File: config.mk
export PLATFORM = sky130hd
export DESIGN_NAME = spike_encoder
export DESIGN_NICKNAME = d
export VERILOG_FILES = /design/src/rtl/snn_pkg.sv /design/src/rtl/lfsr16.sv /design/src/rtl/spike_encoder.sv
export SDC_FILE = /design/constraint.sdc
export NUM_CORES = 1
export LEC_CHECK = 0
export ABC_CLOCK_PERIOD_IN_PS = 5800
export CORE_ASPECT_RATIO = 0.75
export CORE_MARGIN = 5
export CORE_UTILIZATION = 38
export DETAILED_ROUTE_END_ITERATION = 7
export PLACE_DENSITY_LB_ADDON = 0.25
export SETUP_SLACK_MARGIN = 0.15
export SKIP_LAST_GASP = 1
export SLEW_MARGIN = 20
export SYNTH_ARGS = -nofsm -noshare
export SYNTH_HDL_FRONTEND = slang
export SYNTH_SLANG_ARGS = --single-unit
File: constraint.sdc
create_clock -name clk -period 5.8 [get_ports clk]
set_input_delay 0.58 -clock clk [delete_from_list [all_inputs] [get_ports clk]]
set_output_delay 0.58 -clock clk [all_outputs]
set_load 0.02 [all_outputs]
File: src/rtl/snn_pkg.sv
// snn_pkg: widths, FSM state type and LFSR constants shared by the SNN pipeline stages.
package snn_pkg;
    localparam int DATA_W = 16;
    localparam int ADDR_W = 12;
    localparam int DIM_W  = 6;
    localparam logic [15:0] LFSR_MASK    = 16'hB400;
    localparam logic [15:0] DEFAULT_SEED = 16'hACE1;
    typedef enum logic [2:0] {IDLE, READ, WAIT, WRITE, DONE} state_t;
    function automatic logic [15:0] lfsr_next(input logic [15:0] v);
        return (v >> 1) ^ (v[0] ? LFSR_MASK : 16'h0000);
    endfunction
endpackage

File: src/rtl/lfsr16.sv
// lfsr16: 16-bit right-shift Galois LFSR; a zero load value is replaced by DEFAULT_SEED so it never locks up.
module lfsr16
    import snn_pkg::*;
(
    input  logic        clk,
    input  logic        reset,
    input  logic        load,
    input  logic [15:0] load_value,
    input  logic        step,
    output logic [15:0] value
);
    logic [15:0] value_q;
    always_ff @(posedge clk or negedge reset) begin
        if (!reset) value_q <= DEFAULT_SEED;
        else if (load) value_q <= (load_value == 16'h0000) ? DEFAULT_SEED : load_value;
        else if (step) value_q <= lfsr_next(value_q);
    end
    assign value = value_q;
endmodule

File: src/rtl/spike_encoder.sv
// spike_encoder: rate-codes a grayscale frame into a 0/1 spike frame, 3 cycles per pixel.
// Define SPIKE_ENC_COUNT_EN to add the spike_count output.
module spike_encoder
    import snn_pkg::*;
#(
    parameter int PIX_W = 8
) (
    input  logic              clk,
    input  logic              reset,
    input  logic              start,
    output logic              done,
    input  logic [15:0]       seed,
    input  logic [DIM_W-1:0]  row_size,
    input  logic [DIM_W-1:0]  col_size,
    input  logic [ADDR_W-1:0] src_start_address,
    output logic [ADDR_W-1:0] src_address,
    input  logic [DATA_W-1:0] src_readdata,
    input  logic [ADDR_W-1:0] dest_start_address,
    output logic [ADDR_W-1:0] dest_address,
    output logic [DATA_W-1:0] dest_writedata,
    output logic              dest_write_en
`ifdef SPIKE_ENC_COUNT_EN
   ,output logic [ADDR_W-1:0] spike_count
`endif
);
    state_t              state_q;
    logic [ADDR_W-1:0]   n_q, idx_q, src_base_q, dest_base_q, src_addr_q, dest_addr_q;
    logic [DATA_W-1:0]   wdata_q;
    logic                we_q, done_q;
    logic [ADDR_W-1:0]   n_d;
    logic [15:0]         lfsr_val;
    logic                spike_d;
    logic                unused_hi;

    assign n_d       = ADDR_W'(row_size) * ADDR_W'(col_size);
    assign spike_d   = src_readdata[PIX_W-1:0] > lfsr_val[PIX_W-1:0];
    assign unused_hi = ^{src_readdata[DATA_W-1:PIX_W], lfsr_val[15:PIX_W]};

    // The LFSR sample used for a pixel's compare is consumed on the WAIT->WRITE edge.
    lfsr16 u_lfsr (
        .clk        (clk),
        .reset      (reset),
        .load       (state_q == IDLE && start),
        .load_value (seed),
        .step       (state_q == WAIT),
        .value      (lfsr_val)
    );

`ifdef SPIKE_ENC_COUNT_EN
    logic [ADDR_W-1:0] cnt_q;
    always_ff @(posedge clk or negedge reset) begin
        if (!reset) cnt_q <= '0;
        else if (state_q == IDLE && start) cnt_q <= '0;
        else if (state_q == WAIT) cnt_q <= cnt_q + ADDR_W'(spike_d);
    end
    assign spike_count = cnt_q;
`endif

    always_ff @(posedge clk or negedge reset) begin
        if (!reset) begin
            state_q     <= IDLE;
            n_q         <= '0;
            idx_q       <= '0;
            src_base_q  <= '0;
            dest_base_q <= '0;
            src_addr_q  <= '0;
            dest_addr_q <= '0;
            wdata_q     <= '0;
            we_q        <= 1'b0;
            done_q      <= 1'b0;
        end else begin
            we_q <= 1'b0;
            case (state_q)
                IDLE: if (start) begin
                    n_q         <= n_d;
                    idx_q       <= '0;
                    src_base_q  <= src_start_address;
                    dest_base_q <= dest_start_address;
                    src_addr_q  <= src_start_address;
                    state_q     <= (n_d == '0) ? DONE : READ;
                    done_q      <= (n_d == '0);
                end
                READ: state_q <= WAIT;
                WAIT: begin
                    // Read data is valid during WAIT, so the write beat is registered here.
                    dest_addr_q <= dest_base_q + idx_q;
                    wdata_q     <= {{(DATA_W-1){1'b0}}, spike_d};
                    we_q        <= 1'b1;
                    state_q     <= WRITE;
                end
                WRITE: begin
                    idx_q      <= idx_q + 1'b1;
                    src_addr_q <= src_base_q + idx_q + 1'b1;
                    state_q    <= (idx_q == n_q - 1'b1) ? DONE : READ;
                    done_q     <= (idx_q == n_q - 1'b1);
                end
                DONE: if (!start) begin
                    state_q <= IDLE;
                    done_q  <= 1'b0;
                end
                default: state_q <= IDLE;
            endcase
        end
    end

    assign done           = done_q;
    assign src_address    = src_addr_q;
    assign dest_address   = dest_addr_q;
    assign dest_writedata = wdata_q;
    assign dest_write_en  = we_q;
endmodule

==> results of run 1 <==
-- final cells by class --
| cell class | count | area [um2] |
|---|---|---|
| clock buffer | 13 | 260 |
| sequential | 94 | 2360 |
| timing repair buffer | 93 | 918 |
| multi-input combinational | 606 | 3870 |
| fill | 1638 | 9000 |
| inverter | 40 | 150 |
| clock inverter | 3 | 42.5 |
| tap | 215 | 269 |
-- placed cells by master (no fill, tap or decap), types with 5 or more instances in the layout --
master	netlist	layout
sky130_fd_sc_hd__nor2_1	44	43
sky130_fd_sc_hd__xor2_1	18	18
sky130_fd_sc_hd__inv_1	40	40
sky130_fd_sc_hd__nand2b_1	5	5
sky130_fd_sc_hd__clkbuf_16	0	9
sky130_fd_sc_hd__clkdlybuf4s50_1	0	88
sky130_fd_sc_hd__nand4_1	7	7
sky130_fd_sc_hd__fa_1	19	19
sky130_fd_sc_hd__nor2b_1	5	5
sky130_fd_sc_hd__o21ai_0	52	52
sky130_fd_sc_hd__dfstp_2	8	8
sky130_fd_sc_hd__conb_1	1	15
sky130_fd_sc_hd__nor4_1	7	7
sky130_fd_sc_hd__a31oi_1	20	20
sky130_fd_sc_hd__and3_1	6	6
sky130_fd_sc_hd__nand2_1	181	181
sky130_fd_sc_hd__a21o_1	10	10
sky130_fd_sc_hd__xnor2_1	27	27
sky130_fd_sc_hd__nor3_1	14	14
sky130_fd_sc_hd__and2_1	24	24
sky130_fd_sc_hd__dfrtp_1	86	86
sky130_fd_sc_hd__nand3_1	17	17
sky130_fd_sc_hd__buf_4	15	5
sky130_fd_sc_hd__o31ai_1	6	6
sky130_fd_sc_hd__a21oi_1	27	27
sky130_fd_sc_hd__ha_1	52	52
-- state kept, by name, summed over array words and instances, names as in the netlist --
register        flops
n_q                12
idx_q              12
dest_base_q        12
src_address        12
dest_address       12
dest_writedata      1
dest_write_en       1
state_q             3
done                1
u_lfsr.value       16
src_base_q         12
-- report_power, final --
| group | switching [mW] | internal [mW] | leakage, nW |
|---|---|---|---|
| combinational | 1.03 | 0.818 | 2.40 |
| sequential | 0.254 | 0.966 | 1.17 |
| clock | 0.251 | 0.358 | 0.146 |
-- synthesized netlist by cell type, drive strengths merged, types with 2 or more instances --
| cell type | instances |
|---|---|
| nor2b | 5 |
| nand3b | 2 |
| a211oi | 4 |
| a31oi | 20 |
| nor3 | 14 |
| a21oi | 27 |
| or2 | 2 |
| nand2 | 181 |
| fa | 19 |
| and4 | 2 |
| o211ai | 3 |
| inv | 40 |
| nand2b | 5 |
| or3 | 3 |
| a221o | 2 |
| o41ai | 2 |
| and3 | 6 |
| nand4 | 7 |
| clkbuf | 20 |
| buf | 22 |
| o21ai | 53 |
| dfrtp | 86 |
| ha | 52 |
| nand3 | 17 |
| xor2 | 18 |
| a21o | 10 |
| o21a | 4 |
| o31ai | 6 |
| xnor2 | 27 |
| nor2 | 44 |
| dfstp | 8 |
| mux2 | 2 |
| a22oi | 3 |
| or4 | 3 |
| o22ai | 2 |
| o21bai | 4 |
| and2 | 24 |
| nor4 | 7 |
-- cell families after synthesis --
logic type,Yosys count,synth area share [%]
flip-flops,94,36.1
AO/OA/AOI/OAI,147,13.8
AND/OR/NAND/NOR,326,22.3
adder cells (fa/ha/maj),71,15.8
other,1,0.0573
buffers and inverters,82,5.59
multiplexers,2,0.344
XOR/XNOR,45,6.03
-- per-stage QoR --
stage | total power, mW | worst slack [ns] | utilization (%) | area [um2]
2_1_floorplan | 2.52 | 1.50 | - | 6590
3_3_place_gp | 3.05 | 0.624 | 44.9 | 7570
3_5_place_dp | 3.07 | 0.532 | 44.9 | 7570
4_1_cts | 3.70 | 0.882 | 46.7 | 7880
5_1_grt | 4.01 | 0.495 | 46.7 | 7880
6_report | 3.68 | 0.877 | 46.7 | 7880
-- final timing paths --
check	startpoint	cells past startpoint	to
min in group clk	dest_base_q[5]$_DFFE_PN0P_	2	dest_base_q[5]$_DFFE_PN0P_
max in group asynchronous	reset	2	src_base_q[9]$_DFFE_PN0P_
worst min register to register	dest_base_q[5]$_DFFE_PN0P_	2	dest_base_q[5]$_DFFE_PN0P_
worst min-delay path	reset	1	dest_address[3]$_DFFE_PN0P_
worst max-delay path	row_size[3]	15	state_q[0]$_DFFE_PN0P_
worst max register to register	n_q[0]$_DFFE_PN0P_	9	state_q[0]$_DFFE_PN0P_
-- routing by layer --
layer,up-vias,track usage (%),share of wire [%]
met5,-,0,0
met4,0,3.14,1.1
met3,13,3.51,4.5
met2,91,23.1,41
met1,2539,24.5,53
li1,2729,-,-
==> results.md, run 1 <==
Logic synthesis:
- The total of warnings raised by yosys is 0.
- The synthesized netlist contains 55 unique library cells.
- The sequential share of the synthesized area is 36.1%.
- The share of synthesized flip-flops with an asynchronous set or reset is 100%.
- The post-synthesis sequential element count is 94.
- The biggest area contributor in the post-synthesis netlist is sky130_fd_sc_hd__dfrtp_1.
- In this run, synthesis inferred 0 flip-flops with an integrated enable.
- The dominant register cell in the synthesized netlist is sky130_fd_sc_hd__dfrtp_1.
- The synthesized design devotes to its leading area cell type 32.9% of total area.
- Summing every instance area after synthesis gives 0.00654 mm2.
- A synthesized cell averages 8.52 um2.
- Counting every instance in the synthesized netlist gives 768.
- Ranked by total cell area, the synthesized netlist is headed by sky130_fd_sc_hd__dfrtp_1 33%, sky130_fd_sc_hd__nand2_1 10%, sky130_fd_sc_hd__ha_1 9.9%.

Place:
- The global placement routability congestion is 0.812.
- In this run, placement finished with an instance count of 1048.
- The HPWL after detailed placement is 11300 um.
- The count of buffers from port buffering is 89.

CTS:
- The clock sink count is 94.
- The post-cts repair resize count is 0.
- Post-CTS timing repair inserted 0 buffers for setup.
- For the worst-skew pair, the clock arrives at the later sink with an insertion delay of 0.34 ns.
- In this run, CTS created clock tree buffers numbering 9.
- Counting along the longest clock path gives a buffer depth of 2.
- The depth of the CTS H-tree is 3.
- TritonCTS built the clock tree.
- The clock input transition at the sequential cells of the worst setup and hold paths is 0.07 ns.
- Buffers inserted to repair hold after CTS numbered 0.
- The tree is rooted in a sky130_fd_sc_hd__clkbuf_16.

Route:
- The detailed router placed 5372 vias in this run.
- After detailed routing, the number of vias per cell comes to 5.05.
- The first TritonRoute pass finished after 5 iterations.
- The average wire length per cell after detail routing is 14.6 um.
- The detail route stage leaves a number of antenna-violating nets equal to 0.
- The number of DRC markers in iteration 0 is 286.
- For this block, the routed nets add up to 15600 um of wire.
- In the routed design, unresolved DRC markers number 0.

Setup path:
- The number of buffer and inverter stages on the critical path is 3.
- For this run, the slowest stage of the critical path takes 0.54 ns.
- The most numerous cell type found on the critical path is sky130_fd_sc_hd__fa_1.
- The signal on the critical path passes through clkdlybuf4s50_1 -> and2_1 -> fa_1 -> inv_1 -> fa_1 -> fa_1 -> inv_1 -> ha_1 -> a211oi_1 -> o21bai_1 -> a21oi_1 -> xnor2_1 -> nor4_1 -> nand3_1 -> a221o_1.
- For flop-to-flop paths, the worst setup slack is 2.92 ns.
- Broken down by cell family, the worst path's largest delay share belongs to adder cells.
- STA classifies the critical path startpoint as an input port.
- The slowest stage of the critical path is the sky130_fd_sc_hd__clkdlybuf4s50_1 cell.
- The critical path is of the in2reg type.
- In this run the worst path has a maximum fanout of 6.
- At the worst endpoint, the arrival time is 5.14 ns.
- The endpoint kind of the worst setup timing path is a flop.
- For the worst setup path, the data required time is 6.02 ns.

Cells and area:
- Of the cells placed in the final design, the portion with a size suffix greater than 1 is 4.12%.
- The area growth from synthesis to layout is 20.4%.
- The net count of the finished layout is 986.
- The repair_antennas step left the layout with diodes totalling 0.
- The final instance count without filler cells is 1064.

Floorplan:
- The floorplan step set the die width to 161 um.
- The total area inside the core boundary comes to 0.0169 mm2.
- The top-level port count is 113.
- The die covers 0.0200 mm2.
- The row count is 41.
- The initial utilization of the core area, before any placement, comes to 38.8%.
- The die is 124 um tall.

STA:
- The remaining max-slew budget at the tightest pin is 39.2%.
- The maximum clock skew at final layout is 0.00639 ns.
- The peak clock frequency supported by timing is 0.203 GHz.
- The count of final hold-check violations was 0.
- The final critical path time including I/O delays and setup is 4.92 ns.
- The final max-slew violation count is 0.
- The share of the clock period used by the worst path after layout is 84.9%.
- Setup repair after global routing left no endpoint under its margin.
- The number of setup violations in the final report is 0.
- Hold timing on the final database bottoms out at a slack of 0.149 ns.
- For the pin with the worst max-slew slack, the measured transition is 0.908 ns.
- In the final timing run, aggregate negative setup slack is 0 ns.

Pwr:
- The total power per unit cell area is 467 mW/mm2.
- The analysis attributes to cell leakage a power of 3.72 nW.
- The maximum VDD drop is 212 uV.

GRT:
- Entering global routing, the biggest net connects 73 pins.
- The total congestion overflow after global routing is 0.
- The number of global-route vias before repair was 5117.
- The initial antenna violation count is 0.
- Global routing consumed, over all layers together, 15.9% of the routing resources.
- The first global-routing pass estimated 26000 um of wire.

Run status:
- The flow ran to the end, and the final reports show no timing, DRC or antenna violations.

Flow run:
- The tool flagged a number of max-cap violations equal to 0.

Min path:
- The tightest min-delay check is of the in2async type.
Note: power is estimated with default switching activity, not from simulation.
==> inputs of run 2 (changes only) <==
Settings changed: ABC_CLOCK_PERIOD_IN_PS 5800 to 4800.
Clock period 5.8 ns to 4.8 ns, I/O delays scaled along.
==> run 2 against run 1 <==
Compared with the run above:
- critical path depth is 1 higher
- first-iteration DRC count up 13%
- combinational power grew 26%
- sequential share of layout area decreased by 1.0 points
- die area unchanged
- critical endpoint unchanged
==> results.md, run 2 (synthesis results as in run 1) <==
Run status:
- The run finished with clean final reports.

Cells and area:
- The number of fill cells is 1613.
- The most common cell after layout, fill and taps aside is sky130_fd_sc_hd__nand2_1.
- The number of flip-flops in the largest register is 16.
- The number of antenna diodes in the final layout is 0.
- Once layout is complete, the utilization of the core stands at 48.3%.
- In the layout the commonest cells are 181 x sky130_fd_sc_hd__nand2_1, 86 x sky130_fd_sc_hd__dfrtp_1, 85 x sky130_fd_sc_hd__clkdlybuf4s50_1.
- The fraction of final layout cells sized beyond drive strength 1 is 8.30%.
- The post-synthesis to final-layout area growth is 24.7%.
- The final layout net count is 1017.
- Once layout is complete, the cells apart from fillers number 1095.

Route:
- In the routed design, unresolved DRC markers number 0.
- The average wire length per cell after detail routing is 14.6 um.
- The number of vias per cell after detailed routing is 5.02.
- The routed design has 16000 um of wire.
- The routed layout has 5500 vias.
- The number of DRC markers in iteration 0 is 323.
- The first TritonRoute pass finished after 5 iterations.
- Once detail routing completed, the nets flagged for antenna violations numbered 0.

STA:
- The remaining max-slew budget at the tightest pin is 36.9%.
- Setup repair after global routing left no endpoint under its margin.
- Counting I/O delays and the setup requirement, the final critical path takes 4.47 ns.
- Of the available clock period, the critical path in the final layout requires 93.1%.
- The accumulated negative setup slack is 0 ns.
- The worst-case setup margin in the final layout is 0.333 ns.
- The count of final hold-check violations is 0.
- The worst-margin pin slew is 0.946 ns.
- Across the routed clock network, the largest skew measured is 0.00851 ns.
- The peak clock frequency supported by timing is 0.224 GHz.
- Setup violations remaining at the end of the flow were counted as 0.
- The final max-slew violation count is 0.

Flow run:
- Max-cap violations in this run came to 0.

Setup path:
- The depth of the worst register-to-register path is 9.
- The endpoint kind of the worst setup timing path is a flop.
- The type of the worst setup path is in2reg.
- For the worst setup path, the data arrival time is 4.69 ns.
- The worst setup path is launched from an input port.
- The largest fanout of any net on the critical path is 3.
- For the worst setup path, the data required time is 5.02 ns.

CTS:
- The clock input transition at the sequential cells of the worst setup and hold paths is 0.06 ns.
- Buffers inserted during clock tree synthesis total 9.
- At the later pin of the worst-skew pair, clock insertion delay measures 0.34 ns.
- Clock tree synthesis found a total of 94 sinks.
- The depth of the CTS H-tree is 3.
- The longest clock path from root to sink contains 2 buffers.
- Clock tree synthesis selected as its root buffer the cell sky130_fd_sc_hd__clkbuf_16.
- The clock tree from TritonCTS is yes.

Place:
- The cell total after placement is 1077.
- The global placement routability congestion is 0.828.
- The count of buffers from port buffering is 89.
- After legalization and detailed placement, the total HPWL measured 12000 um.
- The worst setup timing slack at the placement stage is -0.315 ns.

Floorplan:
- The total die area is 0.0200 mm2.
- Pin placement for this block handled 113 I/O pins.
- From left edge to right edge, the die measures 161 um.
- The row count is 41.
- The core region area is 0.0169 mm2.
- The effective utilization at floorplan is 38.8%.
- The y dimension of the die is 124 um.

Pwr:
- The maximum VDD drop is 248 uV.
- The total power per unit cell area is 558 mW/mm2.
- The leakage power summed over all cells is 3.89 nW.

GRT:
- The pin count of the biggest net entering global routing is 65.
- The number of global-route vias before repair is 5328.
- The total congestion overflow after global routing is 0.
- The overall routing resource usage is 16.4%.
- The initial antenna violation count was 0.
- The first global-routing pass estimated 26800 um of wire.

Min path:
- The type of the worst min-delay path is in2async.
-- run 2: changes by cell type in the layout (fill, tap and decap cells not counted), sizes merged --
cell,previous run,this run
buf,5,36
clkbuf,13,11
clkinvlp,1,3
clkdlybuf4s50,88,85
dlymetal6s2s,0,3
-- run 2: final cells by class --
cell class / count / area [um2] / share of cell area, %
clock buffers: 11 / 253 / 3.10
clock inverters: 5 / 57.6 / 0.706
inverters: 40 / 150 / 1.84
multi-input cells: 606 / 3900 / 47.9
flip-flops and latches: 94 / 2360 / 29.0
well taps: 215 / 269 / 3.30
repair buffers: 124 / 1160 / 14.2
-- run 2: path summary, 6_finish.rpt --
path,from,to,slack [ns]
setup / recovery,row_size[4],state_q[0]$_DFFE_PN0P_,0.33
hold / removal,reset,dest_address[3]$_DFFE_PN0P_,0.24
setup reg to reg,n_q[0]$_DFFE_PN0P_,state_q[0]$_DFFE_PN0P_,1.91
hold reg to reg,src_address[1]$_DFFE_PN0P_,src_address[1]$_DFFE_PN0P_,0.47
max in group asynchronous,reset,u_lfsr.value[13]$_DFFE_PN1P_,3.59
min in group clk,src_address[1]$_DFFE_PN0P_,src_address[1]$_DFFE_PN0P_,0.47
-- run 2: report_power, final --
part	switching, mW	total [mW]	internal [mW]
clock network	0.308	0.740	0.432
registers	0.306	1.47	1.17
logic	1.27	2.33	1.06
total	1.89	4.55	2.66
-- run 2: per-stage QoR --
step / hold WS, ns / cell area (um2) / power (mW)
3_3_place_gp: 0.453 / 7790 / 3.75
6_report: 0.236 / 8150 / 4.55
2_1_floorplan: 0.184 / 6590 / 3.04
4_1_cts: 0.275 / 8110 / 4.57
3_5_place_dp: 0.461 / 7790 / 3.79
5_1_grt: 0.317 / 8150 / 4.99
-- run 2: worst max-delay path, stage by stage --
cell	delay [ns]
sky130_fd_sc_hd__clkdlybuf4s50_1	0.46
sky130_fd_sc_hd__and2_1	0.21
sky130_fd_sc_hd__fa_1	0.51
sky130_fd_sc_hd__inv_1	0.05
sky130_fd_sc_hd__fa_1	0.46
sky130_fd_sc_hd__fa_1	0.54
sky130_fd_sc_hd__inv_1	0.04
sky130_fd_sc_hd__ha_1	0.33
sky130_fd_sc_hd__a211oi_4	0.27
sky130_fd_sc_hd__o21bai_1	0.11
sky130_fd_sc_hd__a21oi_1	0.18
sky130_fd_sc_hd__xnor2_1	0.12
sky130_fd_sc_hd__nor4_2	0.33
sky130_fd_sc_hd__buf_4	0.17
sky130_fd_sc_hd__nand3_1	0.09
sky130_fd_sc_hd__a221o_1	0.32
-- run 2: what timing repair did --
action | 4_1_cts | 5_1_grt
hold buffers | 0 | 0
resized for setup | 2 | 9
buffers inserted | 0 | 2
pin swaps | 0 | 2
endpoints found under the setup margin | 1 | 2
-- run 2: routing by layer --
metal | vias to the layer above | share of wire (%) | routed length, um | GRT usage [%]
met5 | - | 0 | 0 | 0
met4 | 0 | 0.48 | 76 | 2.93
met3 | 8 | 4.5 | 720 | 3.01
met2 | 111 | 42 | 6680 | 24.5
met1 | 2591 | 53 | 8490 | 25.2
li1 | 2790 | - | - | -
==> inputs of run 3 (changes only) <==
Settings changed: SYNTH_HIERARCHICAL from default to 1.
==> run 3 against run 2 <==
Compared with the run above:
- largest power group unchanged
- sequential share of layout area up 0.76 points
- total power shrank 4.5%
- synthesized cell count fell by 5.5%
- combinational power is 5% lower
- critical path depth down 1
- register-to-register slack gained 0.32 ns
- die area up 0.64%
==> results.md, run 3 <==
Run status:
- The flow ran to the end, and the final reports show no timing, DRC or antenna violations.

Cells and area:
- Cells fill 46.9% of the core in the end.
- The fraction of final layout cells sized beyond drive strength 1 is 7.95%.
- Relative to the synthesized area, the layout overhead comes to 20.6%.
- Fill cells in the final layout number 1664.
- The final layout contains 955 nets.
- The library cell used most frequently in the layout, excluding fill and tap cells, is sky130_fd_sc_hd__nand2_1.
- After routing the design area is 0.00794 mm2.
- The register with the most flip-flops in the layout has 16 of them.
- The library cells used most frequently in the layout, excluding fill and tap cells, are 154 x sky130_fd_sc_hd__nand2_1, 88 x sky130_fd_sc_hd__clkdlybuf4s50_1, 86 x sky130_fd_sc_hd__dfrtp_1.
- The number of antenna repair diodes is 0.

Logic synthesis:
- After synthesis, the cell types taking the most area are sky130_fd_sc_hd__dfrtp_1 33%, sky130_fd_sc_hd__ha_1 9.9%, sky130_fd_sc_hd__nand2_1 8.8%.
- For this run, the leading register cell type out of synthesis is sky130_fd_sc_hd__dfrtp_1.
- The biggest area contributor in the post-synthesis netlist is sky130_fd_sc_hd__dfrtp_1.
- The number of different library cells used by synthesis comes to 70.
- In this run the cell area of the synthesized design comes to 0.00659 mm2.
- The post-synthesis sequential element count is 94.
- The share of synthesized flip-flops with an asynchronous set or reset is 100%.
- In the post-synthesis netlist, the cell with the most instances is sky130_fd_sc_hd__nand2_1.
- The top cell type's share of synthesized area is 32.7%.
- The synthesized design contains 0 enable-type register cells.
- After synthesis, the most frequently instantiated cells are 154 x sky130_fd_sc_hd__nand2_1, 86 x sky130_fd_sc_hd__dfrtp_1, 52 x sky130_fd_sc_hd__ha_1.
- The sequential share of the synthesized area is 35.9%.
- Dividing the synthesized area by the synthesized cell count gives 9.07 um2.
- Synthesis handed over a netlist of 726 instances.
- The Yosys step of the flow raised 6 warnings.

Place:
- The count of buffers from port buffering is 89.
- The placed instances occupy a cell area of 0.00767 mm2.
- The global placement routability congestion is 0.844.
- The sum of net half-perimeters after detailed placement is 11700 um.

CTS:
- The number of clock buffers added by TritonCTS is 9.
- The post-cts repair resize count is 0.
- The number of buffers inserted by hold repair at cts is 0.
- The clock root buffer master is sky130_fd_sc_hd__clkbuf_16.
- The tree built by TritonCTS fans out to 94 sinks.
- The clock tree from TritonCTS is yes.
- The later pin in the worst-skew pair is clocked with a latency of 0.34 ns.
- The depth of the CTS H-tree is 3.
- The clock input transition at the sequential cells of the worst setup and hold paths is 0.07 ns.
- The buffer levels on the longest clock path is 2.
- The number of buffers inserted to repair setup after CTS is 0.

STA:
- Measured against its own limit, the worst slew margin works out to 36.7%.
- Setup violations remaining at the end of the flow were counted as 0.
- The share of the clock period used by the worst path after layout is 92.9%.
- The final critical path time including I/O delays and setup is 4.46 ns.
- Setup repair after global routing left no endpoint under its margin.
- The peak clock frequency supported by timing is 0.224 GHz.
- The count of final hold-check violations is 0.
- After routing, the total negative slack on setup checks comes to 0 ns.
- The tightest hold path in the finished design has a slack of 0.268 ns.
- The worst-margin pin slew is 0.950 ns.
- The final max-slew violation count was 0.
- For the final database, setup skew stands at 0.00944 ns.

Pwr:
- In this run, the clock network consumes 15.8% of the power.
- Summed over all cells, the static leakage comes to 3.71 nW.
- The total power per unit cell area is 547 mW/mm2.
- Of the total power, combinational logic draws 51.0%.
- The share of total power dissipated in sequential elements is 33.2%.
- The analysis attributes to net switching a power of 1.80 mW.
- The internal cell power is 2.55 mW.
- The maximum VDD drop is 230 uV.
- In this run switching power makes up 41.3% of total power.

Route:
- For this run, the detailed router's first-pass iteration total came to 4.
- The post-route DRC violation count is 0.
- The detailed router finished its first iteration with 253 violations.
- The overall routed net length is 15300 um.
- After detailed routing, the average wire length per cell comes to 14.8 um.
- The number of nets with antenna violations after detailed routing is 0.
- The number of vias per cell after detailed routing is 5.03.
- Summing over every cut layer, the via total after detailed routing is 5200.

Setup path:
- Data on the critical path arrives at its endpoint at 4.73 ns.
- The data required time of the worst path is 5.07 ns.
- The startpoint type of the worst setup path is an input port.
- The largest fanout of any net on the critical path is 6.
- For the worst flop-to-flop path, the logic depth is 5.
- The launching point of the worst reg2reg path is state_q[2]$_DFFE_PN0P_.
- STA classifies the critical path endpoint as a flop.
- In this run the critical register-to-register path is captured at u_lfsr/value[0]$_DFFE_PN1P_.
- The worst-case register-to-register setup slack is 2.23 ns.
- The critical path is of the in2reg type.

GRT:
- The number of global-route vias before repair is 5150.
- Global routing used 15.8% of the available tracks.
- Entering global routing, the biggest net connects 75 pins.
- The first global-routing pass estimated 26000 um of wire.
- The initial antenna violation count was 0.
- The total congestion overflow after global routing is 0.

Floorplan:
- After floorplanning, the core was divided into 41 placement rows.
- 113 I/O pins were placed.
- The total die area is 0.0201 mm2.
- The core region is 0.0169 mm2.
- The effective utilization at floorplan is 38.9%.
- The floorplan step set the die width to 162 um.
- The y dimension of the die is 124 um.

Flow run:
- Max-cap violations in this run came to 0.

Min path:
- The type of the worst min-delay path is in2async.
run 3: cell count changes after synthesis, sizes merged, moves of 4 or more:
| cell | delta |
|---|---|
| inv | +4 |
| clkbuf | -6 |
| mux2i | +10 |
| a31oi | -11 |
| nor3 | -8 |
| o31ai | -4 |
| xor2 | +4 |
| mux2 | +6 |
| nand2 | -27 |
| o22a | +7 |
| o21ai | +9 |
| nor2 | -18 |
run 3: how the worst max path moves through the flow:
stage | start | endpoint | slack (ns) | depth (start not counted)
floorplan | row_size[3] | state_q[2]$_DFFE_PN0P_ | 0.89 | 14
global placement | row_size[3] | state_q[2]$_DFFE_PN0P_ | 0.09 | 15
detailed placement | row_size[3] | state_q[2]$_DFFE_PN0P_ | -0.03 | 15
CTS | row_size[3] | state_q[2]$_DFFE_PN0P_ | 0.32 | 15
global route | row_size[3] | state_q[2]$_DFFE_PN0P_ | 0.17 | 15
finish | row_size[3] | state_q[2]$_DFFE_PN0P_ | 0.34 | 15
run 3: per-stage QoR:
stage / setup slack, ns / instances / power (mW)
floorplan: 0.887 / 740 / 2.99
global placement: 0.0864 / 1017 / 3.65
detailed placement: -0.0308 / 1017 / 3.68
CTS: 0.318 / 1033 / 4.39
global route: 0.174 / 1033 / 4.72
finish: 0.340 / 1033 / 4.34
run 3: metal layers:
layer / vias to the layer above / global-route usage [%] / wire length [um]
li1: 2630 / - / -
met1: 2474 / 23.7 / 8110
met2: 89 / 24.2 / 6510
met3: 7 / 2.94 / 610
met4: 0 / 2.85 / 81
met5: - / 0 / 0
run 3: cells by family after synthesis:
| kind of cell | after synthesis | synth area share (%) |
|---|---|---|
| flip-flops | 94 | 35.9 |
| multiplexers | 18 | 2.89 |
| adder cells (fa/ha/maj) | 71 | 15.7 |
| other | 1 | 0.0569 |
| AO/OA/AOI/OAI | 141 | 13.9 |
| buffers and inverters | 82 | 5.72 |
| AND/OR/NAND/NOR | 271 | 19.5 |
| XOR/XNOR | 48 | 6.38 |
run 3: critical path: stages:
cell and delay, ns:
sky130_fd_sc_hd__clkdlybuf4s50_1 0.53, sky130_fd_sc_hd__and2_1 0.24, sky130_fd_sc_hd__fa_1 0.54, sky130_fd_sc_hd__inv_1 0.05, sky130_fd_sc_hd__fa_1 0.47, sky130_fd_sc_hd__fa_1 0.55
sky130_fd_sc_hd__inv_1 0.04, sky130_fd_sc_hd__ha_1 0.36, sky130_fd_sc_hd__o21ai_1 0.21, sky130_fd_sc_hd__o21bai_1 0.12, sky130_fd_sc_hd__a211o_1 0.33, sky130_fd_sc_hd__a2111oi_2 0.33
sky130_fd_sc_hd__nand4_1 0.22, sky130_fd_sc_hd__nor2b_4 0.18, sky130_fd_sc_hd__o21ai_2 0.11
run 3: area by class of cell:
type	instances	area [um2]	share of cell area (%)
Sequential cell	94	2360	29.7
Inverter	44	165	2.08
Tap cell	215	269	3.39
Timing Repair Buffer	100	971	12.2
Clock inverter	4	31.3	0.394
Clock buffer	12	246	3.10
Multi-Input combinational cell	564	3900	49.1
run 3: power groups by stage:
stage          Clock, mW  Sequential [mW]  Combinational [mW]
2_1_floorplan          0             1.51                1.49
3_3_place_gp           0             1.46                2.19
3_5_place_dp           0             1.46                2.22
4_1_cts            0.700             1.44                2.24
5_1_grt            0.731             1.49                2.50
6_report           0.684             1.44                2.22
==> edit: new RTL, flow settings as in run 2 <==
`PIX_W`: 8 -> 12.
--- a/src/rtl/spike_encoder.sv
+++ b/src/rtl/spike_encoder.sv
@@ -3,7 +3,7 @@
 module spike_encoder
     import snn_pkg::*;
 #(
-    parameter int PIX_W = 8
+    parameter int PIX_W = 12
 ) (
     input  logic              clk,
     input  logic              reset,
Behaviour: not the same (a bounded check fails within 4 cycles, from zero or initial values and one cycle with reset low).
==> edit against run 2 <==
Total power fell by 0.96%. First-iteration DRC count fell by 6.2%. Hold slack lost 0.033 ns. Global-route usage shrank 0.37 points. Final area about the same. Sequential share of layout area hardly changed. Largest cell class unchanged. Routed wire length fell by 2.2%. Area after synthesis rose by 1.9%. Worst setup slack improved by 0.14 ns. Sequential cell count is the same.
==> edit: results (changes against run 2) <==
Status: finished clean
DR iter-0 viols: 303 (-6.2%)
Critical path endpoint: state_q[0]
Family with the most delay on the worst path: adder cells
FF-to-FF path depth: 12 (+3)
Vias in the first global route: 5398 (+1.3%)
Layout filler cell count: 1668 (+3.4%)
FF+latch area: 0.00236 mm² (unchanged)
Clk root buf: clkbuf_16
Setup slack, reg-to-reg: 2.05 ns (+0.14 ns)
Largest register FFs: 16 (unchanged)
Worst R2R End: src_address[10]
Max-Cap Viols: 0 (unchanged)
Largest net degree at the start of global routing: 62 (-4.6%)
Proportion of synthesized area in mux cells: 0.789% (+0.44 points)
Delay of the slowest critical-path stage: 0.56 ns (+0.02 ns)
Routability cong.: 0.798 (-3.6%)
Antenna violations before repair: 0 (unchanged)
Synth warn: 0 (unchanged)
Post-CTS repair timing setup buffer count: 0 (unchanged)
Slew HR: 47.9% (+11 points)
Final HPWL DP: 11800 µm (-1.3%)
CP max stage cell: clkdlybuf4s50_1
Clock slew at reported path FFs: 0.07 ns
Global Route Usage Sum: 16.1% (-0.37 points)
Main area contributors after synthesis: dfrtp_1 (32%), ha_1 (11%), nand2_1 (10%)
Vias post-DR: 5487 (-0.24%)
Sequential area share after synthesis: 35.5% (-0.66 points)
# diodes: 0 (unchanged)
Synth cell types: 64 (+16%)
Wire per inst: 14.1 µm (-3.5%)
Clock skew: 0.00987 ns (+0.00135 ns)
Placed standard-cell area: 0.00785 mm² (+0.72%)
Synth Area in Adders: 16.2% (+0.46 points)
Global-route wire length before repair: 27000 µm (+0.75%)
LEAKAGE: 3.88 nW (-0.31%)
Peak VDD IR: 0.000295 V (+19%)
Crit path max fanout: 6 (+3)
Worst Hold Class: in2async
Die area: 0.0203 mm² (+1.7%)
Worst EP arrival: 4.56 ns (-0.13 ns)
Xor/xnor cell area share of the yosys netlist: 5.39% (-0.64 points)
Skew-Pair Late Insertion Delay: 0.35 ns
Most frequent cells after synthesis: nand2_1 (177), dfrtp_1 (86), nor2_1 (57)
Maximum clock path buffer count: 2 (unchanged)
Final-stage net count: 1014 (-0.29%)
Htree depth: 3 (unchanged)
Top_reg_cell synth: dfrtp_1
Synth Area in Compound Gates: 12.9% (-0.82 points)
Iteration count of the initial detailed-routing pass: 4 (-1)
Number of I/O port buffers: 93 (+4.5%)
RR Startpoint: idx_q[0]
Setup crit start: col_size[5]
Layout cells sized above 1: 6.76% (-1.5 points)
CTS buffer count: 9 (unchanged)
Ys async rst share: 100% (unchanged)
[edit: changes by cell type after synthesis, sizes merged, moves of 5 or more]
| cell | before | now |
|---|---|---|
| nor2 | 44 | 57 |
| xnor2 | 27 | 22 |
| o21ai | 53 | 46 |
| a21oi | 27 | 22 |
[edit: layer usage]
layer | global-route usage, % | part of all wire, %
met3 | 3.80 | 5.0
met1 | 24.7 | 53
met2 | 22.8 | 42
met4 | 3.30 | 0.88
met5 | 0 | 0
[edit: through the flow]
stage,cells,power (mW),setup slack (ns)
2_1_floorplan,788,3.08,0.732
3_3_place_gp,1093,3.76,0.0849
3_5_place_dp,1093,3.79,0.0286
4_1_cts,1109,4.54,0.396
5_1_grt,1109,4.94,0.154
6_report,1109,4.50,0.472
[edit: kinds of logic after synthesis]
kind of cell,after synthesis
buffers and inverters,83
XOR/XNOR,41
adder cells (fa/ha/maj),75
other,1
multiplexers,5
AO/OA/AOI/OAI,137
AND/OR/NAND/NOR,338
flip-flops,94
[edit: power breakdown]
group          internal (mW)  total (mW)  switching [mW]
registers               1.17        1.49           0.319
clock network          0.418       0.731           0.313
logic                   1.03        2.29            1.26
[edit: final cells by class]
cell class | count | area share [%]
well taps | 236 | 3.62
inverters | 44 | 2.02
repair buffers | 108 | 12.8
clock buffers | 11 | 2.98
flip-flops and latches | 94 | 29.0
clock inverters | 5 | 0.721
multi-input cells | 611 | 48.9
[edit: how the worst min path moves through the flow]
stage | start | to | slack [ns] | cells after the start
after floorplan | reset | dest_address[0] | 0.18 | 0
after global placement | dest_address[0] | dest_address[0] | 0.46 | 2
after detailed placement | dest_base_q[7] | dest_base_q[7] | 0.47 | 2
after CTS | reset | dest_writedata[0] | 0.23 | 1
after global routing | reset | dest_writedata[0] | 0.28 | 1
final | reset | u_lfsr.value[12] | 0.20 | 1
[edit: repair_timing]
item                       in CTS  in global routing
resized for setup               0                  2
hold endpoints to repair        0                  0
setup endpoints to repair       0                  3
